<file path="config.mk">
export PLATFORM = sky130hd
export DESIGN_NAME = card_blit_ctrl_flat
export DESIGN_NICKNAME = d
export VERILOG_FILES = /design/src/rtl/card_pkg.sv /design/src/rtl/card_blit_if.sv /design/src/rtl/card_blit_skid.sv /design/src/rtl/card_blit_ctrl.sv /design/src/flat_wrapper.sv
export SDC_FILE = /design/constraint.sdc
export NUM_CORES = 1
export LEC_CHECK = 0
export ABC_CLOCK_PERIOD_IN_PS = 14600
export CAP_MARGIN = 30
export CORE_MARGIN = 2
export CORE_UTILIZATION = 30
export DETAILED_ROUTE_END_ITERATION = 8
export PLACE_DENSITY = 0.56
export SETUP_SLACK_MARGIN = 0.2
export SYNTH_ARGS = -nofsm -noshare
export SYNTH_HDL_FRONTEND = slang
export SYNTH_SLANG_ARGS = --single-unit
export TNS_END_PERCENT = 20
</file>
<file path="constraint.sdc">
create_clock -name clock -period 14.6 [get_ports clock]
set_clock_uncertainty 0.05 [all_clocks]
set_input_delay 4.38 -clock clock [delete_from_list [all_inputs] [get_ports clock]]
set_output_delay 4.38 -clock clock [all_outputs]
set_load 0.005 [all_outputs]
</file>
<file path="src/rtl/card_pkg.sv">
// Shared constants and types for the card blitter.
package card_pkg;

  localparam int unsigned CARD_W   = 16;
  localparam int unsigned CARD_H   = 32;
  localparam int unsigned SCREEN_W = 256;
  localparam int unsigned SCREEN_H = 240;

  typedef logic [2:0]  color_t;
  typedef logic [8:0]  card_addr_t;
  typedef logic [15:0] fb_addr_t;

  localparam color_t     TRANSP_COLOR = 3'b000;
  localparam card_addr_t CARD_LAST    = card_addr_t'(CARD_W * CARD_H - 1);

  typedef enum logic [1:0] {IDLE, READ, DRAIN, DONE} blit_state_t;

  typedef struct packed {
    color_t     pix;
    logic [3:0] col;
    logic [4:0] row;
  } skid_entry_t;

endpackage

</file>
<file path="src/rtl/card_blit_if.sv">
// Request, card-memory and framebuffer signals of the card blitter.
interface card_blit_if;
  import card_pkg::*;

  logic       start;
  logic [7:0] x_pos;
  logic [7:0] y_pos;
  logic       busy;
  logic       done;
  logic       card_re;
  card_addr_t card_rAddr;
  color_t     card_dataOut;
  logic       fb_we;
  fb_addr_t   fb_addr;
  color_t     fb_data;
  logic       fb_grant;

  modport master (
    input  start, x_pos, y_pos, card_dataOut, fb_grant,
    output busy, done, card_re, card_rAddr, fb_we, fb_addr, fb_data
  );

  modport slave (
    output start, x_pos, y_pos, card_dataOut, fb_grant,
    input  busy, done, card_re, card_rAddr, fb_we, fb_addr, fb_data
  );

endinterface

</file>
<file path="src/rtl/card_blit_skid.sv">
// Two-entry FIFO holding card pixels returned by the registered-read memory.
module card_blit_skid
  import card_pkg::*;
(
  input  logic        clock,
  input  logic        reset,
  input  logic        push,
  input  skid_entry_t push_data,
  input  logic        pop,
  output skid_entry_t head,
  output logic [1:0]  count
);

  skid_entry_t mem_q [2];
  logic        wr_ptr_q;
  logic        rd_ptr_q;
  logic [1:0]  count_q;

  always_ff @(posedge clock or posedge reset) begin
    if (reset) begin
      mem_q[0] <= '0;
      mem_q[1] <= '0;
      wr_ptr_q <= 1'b0;
      rd_ptr_q <= 1'b0;
      count_q  <= 2'd0;
    end else begin
      if (push) begin
        mem_q[wr_ptr_q] <= push_data;
        wr_ptr_q        <= ~wr_ptr_q;
      end
      if (pop) rd_ptr_q <= ~rd_ptr_q;
      count_q <= count_q + 2'(push) - 2'(pop);
    end
  end

  assign head  = mem_q[rd_ptr_q];
  assign count = count_q;

endmodule

</file>
<file path="src/rtl/card_blit_ctrl.sv">
// Copies a 16x32 card bitmap into the framebuffer with right/bottom clipping.
// Define TRANSPARENT_EN to skip pixels equal to TRANSP_COLOR.
module card_blit_ctrl
  import card_pkg::*;
(
  input logic         clock,
  input logic         reset,
  card_blit_if.master bus
);

  blit_state_t state_q, state_d;
  card_addr_t  rd_cnt_q, rd_cnt_d;
  logic [7:0]  x_q, y_q;
  logic        pend_q;
  logic [3:0]  pend_col_q;
  logic [4:0]  pend_row_q;

  skid_entry_t head;
  skid_entry_t push_data;
  logic [1:0]  skid_cnt;
  logic        head_valid, clipped, pop, issue;
  logic [8:0]  sx, sy;
  logic [2:0]  occ;

  assign push_data = '{pix: bus.card_dataOut, col: pend_col_q, row: pend_row_q};

  card_blit_skid u_skid (
    .clock     (clock),
    .reset     (reset),
    .push      (pend_q),
    .push_data (push_data),
    .pop       (pop),
    .head      (head),
    .count     (skid_cnt)
  );

  assign head_valid = (skid_cnt != 2'd0);
  assign sx         = {1'b0, x_q} + {5'd0, head.col};
  assign sy         = {1'b0, y_q} + {4'd0, head.row};

  always_comb begin
    clipped = (sx >= 9'(SCREEN_W)) || (sy >= 9'(SCREEN_H));
`ifdef TRANSPARENT_EN
    if (head.pix == TRANSP_COLOR) clipped = 1'b1;
`endif
  end

  // Clipped pixels retire without waiting for the arbiter.
  assign pop         = head_valid && (clipped || bus.fb_grant);
  assign bus.fb_we   = head_valid && !clipped;
  assign bus.fb_addr = bus.fb_we ? {sy[7:0], sx[7:0]} : '0;
  assign bus.fb_data = bus.fb_we ? head.pix : '0;

  // Counting this cycle's pop keeps the pipe full at one pixel per clock.
  assign occ   = 3'(skid_cnt) + 3'(pend_q) - 3'(pop);
  assign issue = (state_q == READ) && (occ < 3'd2);

  assign bus.card_re    = issue;
  assign bus.card_rAddr = rd_cnt_q;
  assign bus.busy       = (state_q == READ) || (state_q == DRAIN);
  assign bus.done       = (state_q == DONE);

  always_comb begin
    state_d  = state_q;
    rd_cnt_d = rd_cnt_q;
    unique case (state_q)
      IDLE: begin
        if (bus.start) begin
          state_d  = READ;
          rd_cnt_d = '0;
        end
      end
      READ: begin
        if (issue) begin
          rd_cnt_d = rd_cnt_q + 9'd1;
          if (rd_cnt_q == CARD_LAST) state_d = DRAIN;
        end
      end
      DRAIN: begin
        if (!pend_q && !head_valid) state_d = DONE;
      end
      DONE:    state_d = IDLE;
      default: state_d = IDLE;
    endcase
  end

  always_ff @(posedge clock or posedge reset) begin
    if (reset) begin
      state_q    <= IDLE;
      rd_cnt_q   <= '0;
      x_q        <= 8'd0;
      y_q        <= 8'd0;
      pend_q     <= 1'b0;
      pend_col_q <= 4'd0;
      pend_row_q <= 5'd0;
    end else begin
      state_q    <= state_d;
      rd_cnt_q   <= rd_cnt_d;
      pend_q     <= issue;
      pend_col_q <= rd_cnt_q[3:0];
      pend_row_q <= rd_cnt_q[8:4];
      if (state_q == IDLE && bus.start) begin
        x_q <= bus.x_pos;
        y_q <= bus.y_pos;
      end
    end
  end

endmodule
</file>
<file path="src/flat_wrapper.sv">
// flat-port wrapper written by rule: the top's interface ports become plain ports
module card_blit_ctrl_flat import card_pkg::*;
  (clock, reset, bus_start, bus_x_pos, bus_y_pos, bus_card_dataOut, bus_fb_grant, bus_busy, bus_done, bus_card_re, bus_card_rAddr, bus_fb_we, bus_fb_addr, bus_fb_data);
  card_blit_if bus_i ();
  input logic clock;
  input logic reset;
  input wire logic [$bits(bus_i.start)-1:0] bus_start;
  input wire logic [$bits(bus_i.x_pos)-1:0] bus_x_pos;
  input wire logic [$bits(bus_i.y_pos)-1:0] bus_y_pos;
  input wire logic [$bits(bus_i.card_dataOut)-1:0] bus_card_dataOut;
  input wire logic [$bits(bus_i.fb_grant)-1:0] bus_fb_grant;
  output wire logic [$bits(bus_i.busy)-1:0] bus_busy;
  output wire logic [$bits(bus_i.done)-1:0] bus_done;
  output wire logic [$bits(bus_i.card_re)-1:0] bus_card_re;
  output wire logic [$bits(bus_i.card_rAddr)-1:0] bus_card_rAddr;
  output wire logic [$bits(bus_i.fb_we)-1:0] bus_fb_we;
  output wire logic [$bits(bus_i.fb_addr)-1:0] bus_fb_addr;
  output wire logic [$bits(bus_i.fb_data)-1:0] bus_fb_data;
  assign bus_i.start = bus_start;
  assign bus_i.x_pos = bus_x_pos;
  assign bus_i.y_pos = bus_y_pos;
  assign bus_i.card_dataOut = bus_card_dataOut;
  assign bus_i.fb_grant = bus_fb_grant;
  assign bus_busy = bus_i.busy;
  assign bus_done = bus_i.done;
  assign bus_card_re = bus_i.card_re;
  assign bus_card_rAddr = bus_i.card_rAddr;
  assign bus_fb_we = bus_i.fb_we;
  assign bus_fb_addr = bus_i.fb_addr;
  assign bus_fb_data = bus_i.fb_data;
  card_blit_ctrl u_core (.clock(clock), .reset(reset), .bus(bus_i));
endmodule
</file>
Word-level counts from Yosys, hierarchy flattened:

Cells that the tools add are included.

* output and inout port bits: 32
* register bits after elaboration: 65
* input bits: 23

* mux-type cells: 16
* bitwise logic cells: 4
* add/sub/neg operators: 7
* reductions and logical operators: 17
* $lt $le $gt $ge: 6
* eq/ne operators: 8

Operator list (count)
* $mux W12: 4
* $bwmux W24: 1
* $mux W9: 2
* $pmux W9 S2: 1
* $mux W16: 1
* $demux W12 S1: 1
* $add A8 B4 Y9: 1
* $add A8 B5 Y9: 1
* $add A9 B1 Y9 const B: 1
* $eq A9 B9 Y1 const B: 1
* $ge A9 B8 Y1 const B: 1
* $ge A9 B9 Y1 const B: 1
* $mux W2: 4
* $pmux W2 S4: 1
* $logic_and A1 B1 Y1: 6
* $ne A2 B2 Y1 const B: 3
* $eq A2 B2 Y1 const B: 2
* $ge A2 B2 Y1 const B: 2
* $not A1 Y2: 2
* $reduce_and A4 Y1: 1
* $reduce_bool A2 Y1: 2
* $add A2 B1 Y3: 1
* $logic_not A1 Y1: 3
* $logic_or A1 B1 Y1: 3
* other kinds (11): 12

Logic depth before layout (Yosys ltp):

* depth in word-level cells: 14
* gate-level depth with buffers: 21
* mapped depth without buffers: 20

Modules after synthesis:

Synthesis repeated with hierarchy kept, for this count alone.

* cell total of the unflattened synthesis: 288
* area, all modules: 3467.1 µm²

Modules (own cells, without submodules)
* card_blit_ctrl: times used 1, area an instance 2202.1 µm², cells an instance 210, seq. area each 925.9 µm²
* card_blit_skid: times used 1, area an instance 1265.0 µm², cells an instance 78, seq. area each 700.7 µm²

Worst setup path after synthesis:

No wires, ideal clock.

* path type: in2out
* start: in bus_fb_grant
* end: out bus_card_re
* arrival time: 5833 ps
* cell stages on the path: 10
* slack: 4337 ps
* cell sequence: inv_1 a31oi_1 ha_1 inv_1 ha_1 inv_1 fa_1 xnor2_1 nand2_1 nor2_1

* cells in the longest elaborated chain, start to end: 5

RTL lines
* start, declared: line flat_wrapper.sv:11 `input wire logic [$bits(bus_i.fb_grant)-1:0] bus_fb_grant;`
* $logic_or A1 B1 Y1: line card_blit_ctrl.sv:49 `assign pop = head_valid && (clipped || bus.fb_grant);`
* $logic_and A1 B1 Y1: line card_blit_ctrl.sv:49
* net u_core.pop: line card_blit_ctrl.sv:21 `logic head_valid, clipped, pop, issue;`
* $sub A3 B1 Y3: line card_blit_ctrl.sv:55 `assign occ = 3'(skid_cnt) + 3'(pend_q) - 3'(pop);`
* $lt A3 B2 Y1: line card_blit_ctrl.sv:56 `assign issue = (state_q == READ) && (occ < 3'd2);`
* $logic_and A1 B1 Y1: line card_blit_ctrl.sv:56
* end, declared: line flat_wrapper.sv:14 `output wire logic [$bits(bus_i.card_re)-1:0] bus_card_re;`

The timed path passes the listed nets, and every way through them passes these cells.

Worst setup path after layout:

Ends and elaborated chain as after synthesis.

==> results.md <==
* Slew @ Worst Pin at 0.8342 ns
* Main flop type after synthesis: dfrtp_1
* Net Sw Power at 0.0002888 W
* Placed wire-length estimate at 4703 µm
* Number of synthesized flops with an enable pin at 0
* CP endpoint kind: primary output
* Distinct cells, synth at 38
* Clk_lat worst skew at between 0.3 and 0.4 ns
* Comb power frac at 47.4%
* Fin nets at 375
* Via count at about 2100
* First-pass GRT wire length at 10910 µm
* Antenna-violating nets left at 0
* Max VDD drop at 0.09681 mV
* Clock Tree Buf Depth at 2
* Post-CTS Repair Setup Buffers at 0
* Switching share of total power at 35.74%
* Most Frequent Cell on Critical Path: inv_1
* Total global routing overflow at 0
* Period utilisation layout at 78.87%
* Sequential share of the synthesized area at about 50%
* Worst path buffer plus inverter count at 5
* Share of layout cells above drive strength 1 at between 20% and 30%
* Unrepaired setup endpoints after global routing: no
* DR iter-0 viols at 40
* Worst-path clk slew at 0.08 ns
* Sequential share of power at 35.5%
* Pwr dens at 196.0 nW/µm²
* DR WL/cell at 13.80 µm
* CP required at a little over 10 ns
* Crit Path Max Fanout at 5
* Fillcell total at 1047
* Placer's final routability congestion estimate at between 0.7 and 0.8
* Final Core Density at between 30% and 40%
* TritonCTS Sinks at 65
* Status: completed
* Hold Slack at roughly 0.41 ns
* Max incr delay on CP at 0.53 ns
* Max Cap Viol at 0
* Die area at ~12000 µm²
* Residual DRC at 0
* Number of global-route vias before repair at 2273
* Fin. Hold Viols at 0
* Initial antenna violation count at 0
* Cell Chain, Critical Path: clkdlybuf4s50_1, inv_1, a31oi_1, ha_1, inv_1, ha_1, inv_1, fa_1, xnor2_1, nand2_1, nor2_1, clkdlybuf4s50_1
* Drt total wl at approximately 6500 µm
* Pre-CTS setup slack at 3.107 ns
* PortBufs at 54
* I/O pin count at 55
* Synthesized cell area at between 3000 and 4000 µm²
* Top Family by Delay on Critical Path: buffers and inverters
* Length of the first detailed-routing pass in iterations at 4
* R2R setup slack at about 9.3 ns
* # diodes at 0
* Synthesized area per cell at 11.97 µm²
* Synth Warn # at 0
* Synth Net Count at approximately 310
* Post-CTS sizing at 0
* Num CTS Buffers at 9
* Fraction of registers with async set/reset at 100.0%
* Worst rel slew slack at roughly 44%
* Root buffer cell: clkbuf_8
* Peak Freq at 86.84 MHz
* Setup TNS Final at 0 ns
* Worst path slowest cell: clkdlybuf4s50_1
* Leakage at 1.903 nW
* Flip-flop and latch count after synthesis at 65
* Arrival @ worst endpoint at 7.08 ns
* Die width at between 100 and 150 µm
* P_int at between 0.0005 and 0.0006 W
* Largest net degree at the start of global routing at between 60 and 70
* Final max-slew violation count at 0
* P&R area growth vs syn at 27.12%
* FP Rows at 37
* Startpoint types: primary input
* Cts hold-fix bufs at 0
* Design area at 4123 µm²
* Core area at approximately 10000 µm²
* Mapped Cells at 271
* Fin worst setup slack at 3.085 ns
* All-Layer GR Usage at 12.02%
* Htree depth at 3
* Fin crit period at 11.51 ns
* Final setup fails at 0
* Vias per inst at 4.512
* Area post-placement at 3945 µm²
* Initial Utilization at 31.14%
* Clk pwr share at 17.1%
* Die Y at 108.0 µm
* Hold Path Class: flop to flop
* CTS tree: done
* Setup CP Type: primary input to primary output
worst register-to-register path, stage by stage, from the launching register on:
cell and delay (ns):
dfrtp_1 0.77, mux2_2 0.42, ha_1 0.21, fa_1 0.41
a211o_1 0.33, and3_4 0.19, nor4b_2 0.26, nand3_1 0.13
a31oi_1 0.36, ha_1 0.30, inv_1 0.05, ha_1 0.13
inv_1 0.04, fa_1 0.37, xnor2_1 0.16, nand2_1 0.14
a211o_1 0.40, nor3_1 0.26, xnor2_1 0.14, nor2_1 0.05
through the flow:
step	power [W]	std cells
after floorplan	0.0005067	271
after global placement	0.0006726	456
after detailed placement	0.0006796	457
after CTS	0.0008229	473
after global routing	0.0008779	473
final	0.0008080	473
cell usage after synthesis, types with 2 or more instances:
| cell type | count | area share (%) |
|---|---|---|
| inv_1 | 16 | 1.9 |
| nor3_1 | 4 | 0.62 |
| and3_1 | 2 | 0.39 |
| a211oi_1 | 2 | 0.46 |
| xor2_1 | 12 | 3.2 |
| or3_1 | 2 | 0.39 |
| fa_1 | 3 | 1.9 |
| xnor2_1 | 6 | 1.6 |
| a211o_1 | 2 | 0.54 |
| ha_1 | 17 | 6.6 |
| nand3_1 | 6 | 0.93 |
| nand4_1 | 2 | 0.39 |
| clkbuf_1 | 3 | 0.35 |
| mux2_2 | 49 | 17 |
| nand2_1 | 9 | 1.0 |
| a22o_1 | 2 | 0.54 |
| o21ai_0 | 10 | 1.5 |
| nor2b_1 | 5 | 0.96 |
| mux2i_1 | 4 | 1.2 |
| a21oi_1 | 5 | 0.77 |
| nor2_1 | 29 | 3.4 |
| dfrtp_1 | 65 | 50 |
final timing paths:
path                                          start                       end  cells after the start
setup / recovery                       bus_fb_grant               bus_card_re                     12
hold / removal             u_core.bus.card_rAddr[8]      u_core.pend_row_q[4]                      0
setup reg to reg             u_core.u_skid.rd_ptr_q  u_core.bus.card_rAddr[7]                     19
hold reg to reg            u_core.bus.card_rAddr[8]      u_core.pend_row_q[4]                      0
max in group asynchronous                     reset             u_core.y_q[7]                      3
min in group asynchronous                     reset  u_core.bus.card_rAddr[5]                      3
cell families after synthesis:
group | Yosys count | synth area share (%)
fa+ha+maj | 20 | 8.410
simple gates | 66 | 10.07
xor+xnor | 18 | 4.861
mux | 53 | 18.25
compound gates | 27 | 5.556
flops | 65 | 50.15
buf+inv | 22 | 2.700
layout make-up:
cell class / instances / area [µm²] / area share, %
Multi-Input combinational cell: 184 / 1529 / 37.09
Clock inverter: 7 / 53.80 / 1.305
Timing Repair Buffer: 56 / 559.3 / 13.57
Inverter: 16 / 60.06 / 1.457
Sequential cell: 65 / 1627 / 39.45
Tap cell: 136 / 170.2 / 4.127
Clock buffer: 9 / 123.9 / 3.005
registers in the layout, summed over array words and instances (netlist names):
signal / cells
u_core.pend_q: 1
u_core.y_q: 8
u_core.pend_row_q: 5
u_core.pend_col_q: 4
u_core.bus.card_rAddr: 9
u_core.u_skid.wr_ptr_q: 1
u_core.u_skid.count: 2
u_core.u_skid.mem_q: 24
u_core.state_q: 2
u_core.x_q: 8
u_core.u_skid.rd_ptr_q: 1
routing by layer:
layer	track usage (%)	part of all wire [%]	vias to the layer above
met5	0	0	-
met4	2.747	0.51	0
li1	-	-	1059
met1	15.83	49	1022
met2	18.91	45	48
met3	4.461	5.1	5
power by group through the flow:
stage	combinational [W]	clock, W	sequential (W)
detailed placement	0.000389	0	0.000291
global route	0.000428	0.000153	0.000297
CTS	0.000392	0.000144	0.000287
global placement	0.000384	0	0.000289
floorplan	0.000236	0	0.000271
finish	0.000383	0.000138	0.000287
layout by cell type (no fill, tap or decap), drive strengths merged, types with 3 or more instances in the layout:
| cell | n |
|---|---|
| nor2 | 29 |
| and3 | 3 |
| nand2 | 9 |
| a21oi | 5 |
| ha | 17 |
| clkinvlp | 3 |
| inv | 19 |
| fa | 3 |
| mux2i | 4 |
| o21ai | 10 |
| clkdlybuf4s50 | 54 |
| xnor2 | 6 |
| dfrtp | 65 |
| mux2 | 49 |
| xor2 | 12 |
| nand3 | 6 |
| nor3 | 5 |
| clkbuf | 9 |
| nor2b | 5 |
(Power assumes the default switching activity.)
